File: src/rtl/regsel_seq_if.sv
// Handshake and register-file bundle between the decode front end and regsel_seq.
// slave is the sequencer's view; master is the surrounding pipeline/register-file side.
interface regsel_seq_if #(
    parameter int DATA_W = 64
);
    logic              instr_valid;
    logic              instr_ready;
    logic [31:0]       instruction;
    logic              reg2loc;

    logic [4:0]        rf_addr;
    logic              rf_we;
    logic [DATA_W-1:0] rf_wdata;
    logic [DATA_W-1:0] rf_rdata;

    logic              wb_valid;
    logic              wb_ready;
    logic [4:0]        wb_addr;
    logic [DATA_W-1:0] wb_data;

    logic              op_valid;
    logic              op_ready;
    logic [DATA_W-1:0] op_a;
    logic [DATA_W-1:0] op_b;
    logic [4:0]        op_wsel;
    logic              op_movk;

    modport slave (
        input  instr_valid, instruction, reg2loc, rf_rdata,
               wb_valid, wb_addr, wb_data, op_ready,
        output instr_ready, rf_addr, rf_we, rf_wdata,
               wb_ready, op_valid, op_a, op_b, op_wsel, op_movk
    );

    modport master (
        output instr_valid, instruction, reg2loc, rf_rdata,
               wb_valid, wb_addr, wb_data, op_ready,
        input  instr_ready, rf_addr, rf_we, rf_wdata,
               wb_ready, op_valid, op_a, op_b, op_wsel, op_movk
    );
endinterface

File: src/rtl/regsel_seq.sv
// Purpose: sequences two operand reads over one shared register-file port, with write-back and XZR handling.
// Latency: instruction accepted at edge 0 presents operands in cycle 4; one instruction per 5 cycles minimum.
// Backpressure: holds operands in OUT until op_ready; write-back stalls only during the two read cycles.
module regsel_seq #(
    parameter int DATA_W = 64
) (
    input  logic      clk,
    input  logic      rst_n,
    regsel_seq_if.slave bus
);

    typedef enum logic [2:0] {
        IDLE,
        RDA,
        RDB,
        CAPB,
        OUT
    } state_t;

    typedef struct packed {
        logic [4:0] sel1;
        logic [4:0] sel2;
        logic [4:0] wsel;
        logic       movk;
    } dec_t;

    localparam logic [10:0] MOVK_OPC = 11'b11110010100;
    localparam logic [4:0]  XZR      = 5'd31;

    state_t            state;
    dec_t              dec_q;
    dec_t              dec_d;
    logic              instr_ready_q;
    logic              wb_ready_q;
    logic              op_valid_q;
    logic [DATA_W-1:0] op_a_q;
    logic [DATA_W-1:0] op_b_q;
    logic [4:0]        op_wsel_q;
    logic              op_movk_q;

    logic              instr_fire;
    logic              wb_fire;
    logic              wb_wr;
    logic              fwd_a;
    logic              fwd_b;
    logic [4:0]        rf_addr_d;
    logic              rf_we_d;
    logic [DATA_W-1:0] rf_wdata_d;
    logic              unused_instr_bits;

    assign instr_fire = bus.instr_valid && instr_ready_q;
    assign wb_fire    = bus.wb_valid && wb_ready_q;
    // A write-back to XZR completes the handshake but never touches the file.
    assign wb_wr      = wb_fire && (bus.wb_addr != XZR);
    assign fwd_a      = wb_wr && (bus.wb_addr == dec_q.sel1);
    assign fwd_b      = wb_wr && (bus.wb_addr == dec_q.sel2);

    assign unused_instr_bits = ^bus.instruction[15:10];

    always_comb begin
        dec_d      = '0;
        dec_d.movk = (bus.instruction[31:21] == MOVK_OPC);
        dec_d.sel1 = dec_d.movk ? bus.instruction[4:0] : bus.instruction[9:5];
        dec_d.sel2 = bus.reg2loc ? bus.instruction[4:0] : bus.instruction[20:16];
        dec_d.wsel = bus.instruction[4:0];
    end

    // Write-back owns the port whenever it is accepted; wb_ready is low in RDA/RDB so reads never collide.
    always_comb begin
        rf_addr_d  = '0;
        rf_we_d    = 1'b0;
        rf_wdata_d = '0;
        if (wb_wr) begin
            rf_addr_d  = bus.wb_addr;
            rf_we_d    = 1'b1;
            rf_wdata_d = bus.wb_data;
        end else if (state == RDA) begin
            rf_addr_d = dec_q.sel1;
        end else if (state == RDB) begin
            rf_addr_d = dec_q.sel2;
        end
    end

    always_ff @(posedge clk or negedge rst_n) begin
        if (!rst_n) begin
            state         <= IDLE;
            dec_q         <= '0;
            instr_ready_q <= 1'b0;
            wb_ready_q    <= 1'b0;
            op_valid_q    <= 1'b0;
            op_a_q        <= '0;
            op_b_q        <= '0;
            op_wsel_q     <= '0;
            op_movk_q     <= 1'b0;
        end else begin
            case (state)
                IDLE: begin
                    instr_ready_q <= 1'b1;
                    wb_ready_q    <= 1'b1;
                    if (instr_fire) begin
                        state         <= RDA;
                        dec_q         <= dec_d;
                        instr_ready_q <= 1'b0;
                        wb_ready_q    <= 1'b0;
                    end
                end
                RDA: begin
                    state <= RDB;
                end
                RDB: begin
                    state      <= CAPB;
                    wb_ready_q <= 1'b1;
                    op_a_q     <= (dec_q.sel1 == XZR) ? '0 : bus.rf_rdata;
                end
                CAPB: begin
                    state      <= OUT;
                    op_valid_q <= 1'b1;
                    op_wsel_q  <= dec_q.wsel;
                    op_movk_q  <= dec_q.movk;
                    if (fwd_a) begin
                        op_a_q <= bus.wb_data;
                    end
                    if (fwd_b) begin
                        op_b_q <= bus.wb_data;
                    end else begin
                        op_b_q <= (dec_q.sel2 == XZR) ? '0 : bus.rf_rdata;
                    end
                end
                OUT: begin
                    // Operands are frozen here; late write-backs go only to the file.
                    if (bus.op_ready) begin
                        state         <= IDLE;
                        op_valid_q    <= 1'b0;
                        instr_ready_q <= 1'b1;
                    end
                end
                default: begin
                    state         <= IDLE;
                    instr_ready_q <= 1'b0;
                    wb_ready_q    <= 1'b0;
                    op_valid_q    <= 1'b0;
                end
            endcase
        end
    end

    assign bus.instr_ready = instr_ready_q;
    assign bus.wb_ready    = wb_ready_q;
    assign bus.op_valid    = op_valid_q;
    assign bus.op_a        = op_a_q;
    assign bus.op_b        = op_b_q;
    assign bus.op_wsel     = op_wsel_q;
    assign bus.op_movk     = op_movk_q;
    assign bus.rf_addr     = rf_addr_d;
    assign bus.rf_we       = rf_we_d;
    assign bus.rf_wdata    = rf_wdata_d;

endmodule

File: src/flat_wrapper.sv
// flat-port wrapper written by rule: the top's interface ports become plain ports
module regsel_seq_flat 
#(
    parameter int DATA_W = 64
)
  (clk, rst_n, bus_instr_valid, bus_instruction, bus_reg2loc, bus_rf_rdata, bus_wb_valid, bus_wb_addr, bus_wb_data, bus_op_ready, bus_instr_ready, bus_rf_addr, bus_rf_we, bus_rf_wdata, bus_wb_ready, bus_op_valid, bus_op_a, bus_op_b, bus_op_wsel, bus_op_movk);
  regsel_seq_if #(.DATA_W(DATA_W)) bus_i ();
  input  logic clk;
  input  logic rst_n;
  input wire logic [$bits(bus_i.instr_valid)-1:0] bus_instr_valid;
  input wire logic [$bits(bus_i.instruction)-1:0] bus_instruction;
  input wire logic [$bits(bus_i.reg2loc)-1:0] bus_reg2loc;
  input wire logic [$bits(bus_i.rf_rdata)-1:0] bus_rf_rdata;
  input wire logic [$bits(bus_i.wb_valid)-1:0] bus_wb_valid;
  input wire logic [$bits(bus_i.wb_addr)-1:0] bus_wb_addr;
  input wire logic [$bits(bus_i.wb_data)-1:0] bus_wb_data;
  input wire logic [$bits(bus_i.op_ready)-1:0] bus_op_ready;
  output wire logic [$bits(bus_i.instr_ready)-1:0] bus_instr_ready;
  output wire logic [$bits(bus_i.rf_addr)-1:0] bus_rf_addr;
  output wire logic [$bits(bus_i.rf_we)-1:0] bus_rf_we;
  output wire logic [$bits(bus_i.rf_wdata)-1:0] bus_rf_wdata;
  output wire logic [$bits(bus_i.wb_ready)-1:0] bus_wb_ready;
  output wire logic [$bits(bus_i.op_valid)-1:0] bus_op_valid;
  output wire logic [$bits(bus_i.op_a)-1:0] bus_op_a;
  output wire logic [$bits(bus_i.op_b)-1:0] bus_op_b;
  output wire logic [$bits(bus_i.op_wsel)-1:0] bus_op_wsel;
  output wire logic [$bits(bus_i.op_movk)-1:0] bus_op_movk;
  assign bus_i.instr_valid = bus_instr_valid;
  assign bus_i.instruction = bus_instruction;
  assign bus_i.reg2loc = bus_reg2loc;
  assign bus_i.rf_rdata = bus_rf_rdata;
  assign bus_i.wb_valid = bus_wb_valid;
  assign bus_i.wb_addr = bus_wb_addr;
  assign bus_i.wb_data = bus_wb_data;
  assign bus_i.op_ready = bus_op_ready;
  assign bus_instr_ready = bus_i.instr_ready;
  assign bus_rf_addr = bus_i.rf_addr;
  assign bus_rf_we = bus_i.rf_we;
  assign bus_rf_wdata = bus_i.rf_wdata;
  assign bus_wb_ready = bus_i.wb_ready;
  assign bus_op_valid = bus_i.op_valid;
  assign bus_op_a = bus_i.op_a;
  assign bus_op_b = bus_i.op_b;
  assign bus_op_wsel = bus_i.op_wsel;
  assign bus_op_movk = bus_i.op_movk;
  regsel_seq #(.DATA_W(DATA_W)) u_core (.clk(clk), .rst_n(rst_n), .bus(bus_i));
endmodule
File: config.mk
export PLATFORM = sky130hd
export DESIGN_NAME = regsel_seq_flat
export DESIGN_NICKNAME = d
export VERILOG_FILES = /design/src/rtl/regsel_seq_if.sv /design/src/rtl/regsel_seq.sv /design/src/flat_wrapper.sv
export SDC_FILE = /design/constraint.sdc
export NUM_CORES = 1
export LEC_CHECK = 0
export CORE_MARGIN = 2
export CORE_UTILIZATION = 35
export DETAILED_ROUTE_END_ITERATION = 10
export GPL_TIMING_DRIVEN = 0
export PLACE_DENSITY = 0.75
export SLEW_MARGIN = 20
export SYNTH_ARGS = -nofsm -noshare
export SYNTH_HDL_FRONTEND = slang
export SYNTH_SLANG_ARGS = --single-unit
File: constraint.sdc
create_clock -name clk -period 2.58 [get_ports clk]
set_input_delay 0.516 -clock clk [delete_from_list [all_inputs] [get_ports clk]]
set_output_delay 0.516 -clock clk [all_outputs]
set_load 0.005 [all_outputs]
## Word level (Yosys, flattened, before mapping)

Cells that the tools add are included.

- Register bits: 156
- Input port bits: 171

- Eq/ne operators: 13
- Muxes and demuxes: 21
- Bitwise gates (word level): 2
- Reduce and logical (&&, ||, !) cells: 15

Operators with widths:

| operator | count |
|---|---|
| two-way mux 64 bit | 5 |
| case mux 64 bit (2 select lines) | 1 |
| two-way mux 5 bit | 5 |
| case mux 3 bit (5 select lines) | 1 |
| == test 11 bit (second input constant) | 1 |
| == test 5 bit | 2 |
| == test 5 bit (second input constant) | 2 |
| AND reduction 2 bit | 5 |
| case mux 1 bit (3 select lines) | 3 |
| OR reduction 3 bit | 3 |
| == test 3 x 2 -> 1 bit (second input constant) | 2 |
| two-way mux 3 bit | 2 |
| logical AND 1 bit | 5 |
| != test 5 bit (second input constant) | 1 |
| two-way mux 1 bit | 4 |
| != test 2 x 1 -> 1 bit (second input constant) | 2 |
| == test 3 x 1 -> 1 bit (second input constant) | 1 |
| == test 3 bit (second input constant) | 1 |
| zero test 3 bit | 1 |
| != test 2 bit (second input constant) | 1 |
| inverter 1 bit | 2 |
| nonzero test 2 bit | 1 |

## Longest topological paths before layout

- Depth after elaboration: 5
- Gate-level depth with buffers: 10
- Gate-level depth less buffers: 5

## Least setup slack after synthesis

OpenSTA, ideal clock, no wires.

- Kind: input to output
- Start: in bus_wb_addr[2]
- End: out bus_rf_addr[3]
- Data arrival time: 1,454 ps
- Data required time: 2,064 ps
- Slack: 610 ps
- Stages on the path: 5
- Path through: and3_4 a31oi_4 clkbuf_1 a221oi_1 nor2_1

- Word-level cells in the longest chain between the ends: 3

Ends and longest elaborated chain:

| element | RTL line | RTL |
|---|---|---|
| start: declaration | flat_wrapper.sv:15 | `input wire logic [$bits(bus_i.wb_addr)-1:0] bus_wb_addr;` |
| != test 5 bit | regsel_seq.sv:54 | `assign wb_wr = wb_fire && (bus.wb_addr != XZR);` |
| logical AND 1 bit | regsel_seq.sv:54 |  |
| two-way mux 5 bit | regsel_seq.sv:73 | `if (wb_wr) begin` |
| end: declaration | flat_wrapper.sv:19 | `output wire logic [$bits(bus_i.rf_addr)-1:0] bus_rf_addr;` |

No other way between the ends.

## Worst setup path after layout

- Start: reg u_core.wb_ready_q, in the netlist u_core.bus.wb_ready
- End: out bus_rf_wdata[5]

- Word-level cells in the longest chain between the ends: 3

Ends and longest elaborated chain:

| element | RTL line | RTL |
|---|---|---|
| start: declaration | regsel_seq.sv:34 | `logic wb_ready_q;` |
| start signal: assignment | regsel_seq.sv:89 | `wb_ready_q <= 1'b0;` |
| start signal: assignment | regsel_seq.sv:99 | `wb_ready_q <= 1'b1;` |
| start signal: assignment | regsel_seq.sv:104 | `wb_ready_q <= 1'b0;` |
| logical AND 1 bit | regsel_seq.sv:52 | `assign wb_fire = bus.wb_valid && wb_ready_q;` |
| logical AND 1 bit | regsel_seq.sv:54 |  |
| two-way mux 64 bit | regsel_seq.sv:73 |  |
| end: declaration | flat_wrapper.sv:21 | `output wire logic [$bits(bus_i.rf_wdata)-1:0] bus_rf_wdata;` |

No other way between the ends.

==> flow_metrics.py <==
metrics = {
    "outcome": {
        "status": "complete, but fails checks",
        "violations": "setup timing",
    },
    "clock_network": {
        "clock_latency_ns": 0.43,
        "cts.htree.levels": 4,
        "cts_root_buf": "clkbuf_16",
        "postCtsHoldBufs": 0,
        "cts_buffers": 17,
        "cts.sinks": 156,
        "clkTransAtPathRegs_ns": 0.06,
        "clock_path_buffers": 2,
        "cts_tree": "done",
    },
    "global_route": {
        "grt_max_degree": 85,
        "grt_antenna_before_repair": 2,
        "grt_overflow": 0,
        "grt_usage": 0.257,
        "grt_first_pass_wirelength_um": 47400,
        "first_global_vias": 7983,
    },
    "worst_setup_path": {
        "path_class": "register to output pin",
        "worst_ep_arrival_time_ns": 2.08,
        "crit_path_start_kind": "register",
        "cp-startpoint": "u_core.bus.wb_ready$_DFFE_PN0N_",
        "r2r_slack_ns": 0.34,
        "reg2reg_depth": 8,
        "critPathCapture": "bus_rf_wdata[5]",
        "path_max_fanout": 5,
        "r2r-end": "u_core.bus.op_a[36]$_DFFE_PN0P_",
        "end_kind": "output pin",
        "reg2reg_from": "u_core.state[0]$_DFFE_PN0P_",
        "cp.required_ns": 2.06,
    },
    "floorplanning": {
        "ioPinCount": 378,
        "num_rows": 55,
        "fp.coreArea_mm2": 0.0225,
        "die_x_um": 155,
        "die_area_mm2": 0.0240,
        "initial_core_util": 0.355,
        "die_h_um": 155,
    },
    "timing": {
        "setup_ws_ns": -0.0116,
        "tightest_slew_ns": 0.916,
        "fin_crit_ns": 2.59,
        "drv_slew": 0,
        "setup_viol": 1,
        "finalHoldViolCount": 0,
        "skew_ns": 0.00858,
        "slew-limit-headroom": 0.389,
        "rsz0062_at_grt": "yes",
        "max_freq_ghz": 0.386,
        "layout_worst_path_cycle_share": 1.00,
    },
    "routing": {
        "drt_wl_total_um": 31500,
        "drtIter0Drc": 478,
        "wl_per_cell_um": 21.0,
        "num_vias": 8014,
        "drtPass1Iterations": 5,
        "drc_errors": 0,
        "ant_nets": 0,
        "viasPerCell": 5.34,
    },
    "synth": {
        "synth_area_leader_cell": "dfrtp_1",
        "syn_inst": 791,
        "synth_commonest_cells": "156 x dfrtp_1, 150 x nand2_1, 129 x and2_1, 64 x a2bb2oi_1, 59 x o21ai_0",
        "ys_top_cells_by_area": "dfrtp_1 49%, and2_1 10%, a221o_2 7.2%, nand2_1 7.1%, a2bb2oi_1 7.0%",
        "ys_async_sr_fraction": 1.00,
        "synth-main-ff-cell": "dfrtp_1",
        "synth_edf_count": 0,
        "ys_seq_area_frac": 0.489,
        "synth_most_common_cell": "dfrtp_1",
        "synth_nets": 962,
        "syn_area_mm2": 0.00798,
        "syn_avg_cell_area_um2": 10.1,
        "synth.distinct_cells": 42,
        "synth_warnings": 0,
        "ys_seq_elements": 156,
        "netlist.area_leader.share": 0.489,
    },
    "cells_and_area": {
        "final_cells": 1501,
        "area_delta_synth_final_pct": 63.0,
        "design_area_mm2": 0.0130,
        "drive_gt1_frac": 0.142,
        "nNetsFinal": 1373,
    },
    "place": {
        "dp_hpwl_um": 22700,
        "place_congestion": 0.847,
        "dpl_cell_area_mm2": 0.0121,
        "place_worst_setup_slack_ns": -1.12,
        "place_inst": 1447,
        "portBuffers": 370,
    },
    "power": {
        "power.leakage_nw": 6.10,
        "cellPowerDensity_mw_per_mm2": 1120,
        "max-vdd-ir-drop_mv": 0.473,
    },
    "worst_hold_path": {
        "worst_hold_path_type": "input port to async pin",
    },
    "job": {
        "max_cap_violations": 0,
    },
}
## flip-flops by register name, indices dropped and copies added, names as in the netlist
| signal | flops |
|---|---|
| u_core.bus.op_a | 64 |
| u_core.bus.op_b | 64 |
| u_core.dec_q | 16 |
| u_core.bus.op_wsel | 5 |
| u_core.state | 3 |
| u_core.bus.instr_ready | 1 |
| u_core.bus.op_movk | 1 |
| u_core.bus.op_valid | 1 |
| u_core.bus.wb_ready | 1 |
## stage by stage
stage | util | TNS [ns] | power (mW) | hold WS, ns
floorplan | - | 0 | 7.76 | 0.220
finish | 0.578 | -0.0116 | 14.6 | 0.0310
detailed placement | 0.537 | -97.38 | 11.8 | 0.451
global placement | 0.535 | -958.89 | 11.7 | 0.450
CTS | 0.573 | -0.0129 | 14.6 | 0.0556
global route | 0.578 | -0.0893 | 15.6 | 0.0698
## worst min path at each step
stage | from | endpoint | cells after the start
floorplan | rst_n | u_core.bus.instr_ready$_DFFE_PN0P_ | 0
global placement | u_core.dec_q[4]$_DFFE_PN0P_ | u_core.bus.op_wsel[3]$_DFFE_PN0P_ | 2
detailed placement | u_core.dec_q[5]$_DFFE_PN0P_ | u_core.bus.op_wsel[4]$_DFFE_PN0P_ | 2
CTS | rst_n | u_core.bus.op_b[37]$_DFFE_PN0P_ | 1
global route | rst_n | u_core.bus.op_b[37]$_DFFE_PN0P_ | 1
finish | rst_n | u_core.bus.op_b[37]$_DFFE_PN0P_ | 1
## placed cells by master, fill, tap and decap left out, types with 7 or more instances in the layout
cell | netlist | routed
o21ai_0 | 59 | 59
dfrtp_1 | 156 | 156
clkbuf_16 | 0 | 20
mux2i_1 | 10 | 10
buf_6 | 17 | 20
buf_2 | 14 | 16
clkbuf_1 | 35 | 30
o21ai_1 | 7 | 7
clkdlybuf4s50_1 | 0 | 295
a21oi_1 | 13 | 13
nand2_1 | 150 | 149
a221o_1 | 13 | 13
buf_4 | 1 | 15
dlygate4sd2_1 | 0 | 49
a2bb2oi_1 | 64 | 64
a221o_2 | 51 | 51
nor2_1 | 24 | 23
and2_1 | 129 | 129
dlymetal6s2s_1 | 0 | 19
## power by group
group,switching [mW],total (mW),internal (mW)
registers,0.747,4.36,3.61
clock network,1.09,2.45,1.36
logic,3.41,7.82,4.41
## routing by layer
metal | share of wire | routed length, um | global-route usage | vias to the layer above
li1 | - | - | - | 3640
met1 | 0.42 | 13200 | 0.332 | 3983
met2 | 0.49 | 15500 | 0.436 | 352
met3 | 0.072 | 2290 | 0.0618 | 37
met4 | 0.017 | 539 | 0.0635 | 2
met5 | 0.00035 | 11 | 0 | -
## layout make-up
cell class / instances / area (um^2)
Antenna cell: 1 / 2.50
Buffer: 66 / 477
Clock buffer: 20 / 447
Clock inverter: 12 / 113
Fill cell: 1955 / 9490
Inverter: 1 / 3.75
Multi-Input combinational cell: 567 / 3770
Sequential cell: 156 / 3900
Tap cell: 285 / 357
Timing Repair Buffer: 393 / 3940
## worst max-delay path, stage by stage (launching register included)
cell,delay (ns)
dfrtp_1,0.41
nand2_4,0.11
a31oi_4,0.30
clkbuf_8,0.22
and2_1,0.12
clkdlybuf4s50_1,0.49
## what timing repair did
action,4_1_cts,5_1_grt
setup endpoints to repair,70,26
buffers inserted,13,7
gates resized for setup,103,25
gates cloned,3,0
pin swaps,7,3
## logic make-up after synthesis
group | Yosys count | share of synthesized area
buffers and inverters | 69 | 0.0511
xor gates and xnor gates | 10 | 0.0110
AOI/OAI and AO/OA | 217 | 0.223
DFF | 156 | 0.489
and+or+nand+nor | 323 | 0.205
muxes | 16 | 0.0210
(Power assumes the default switching activity.)
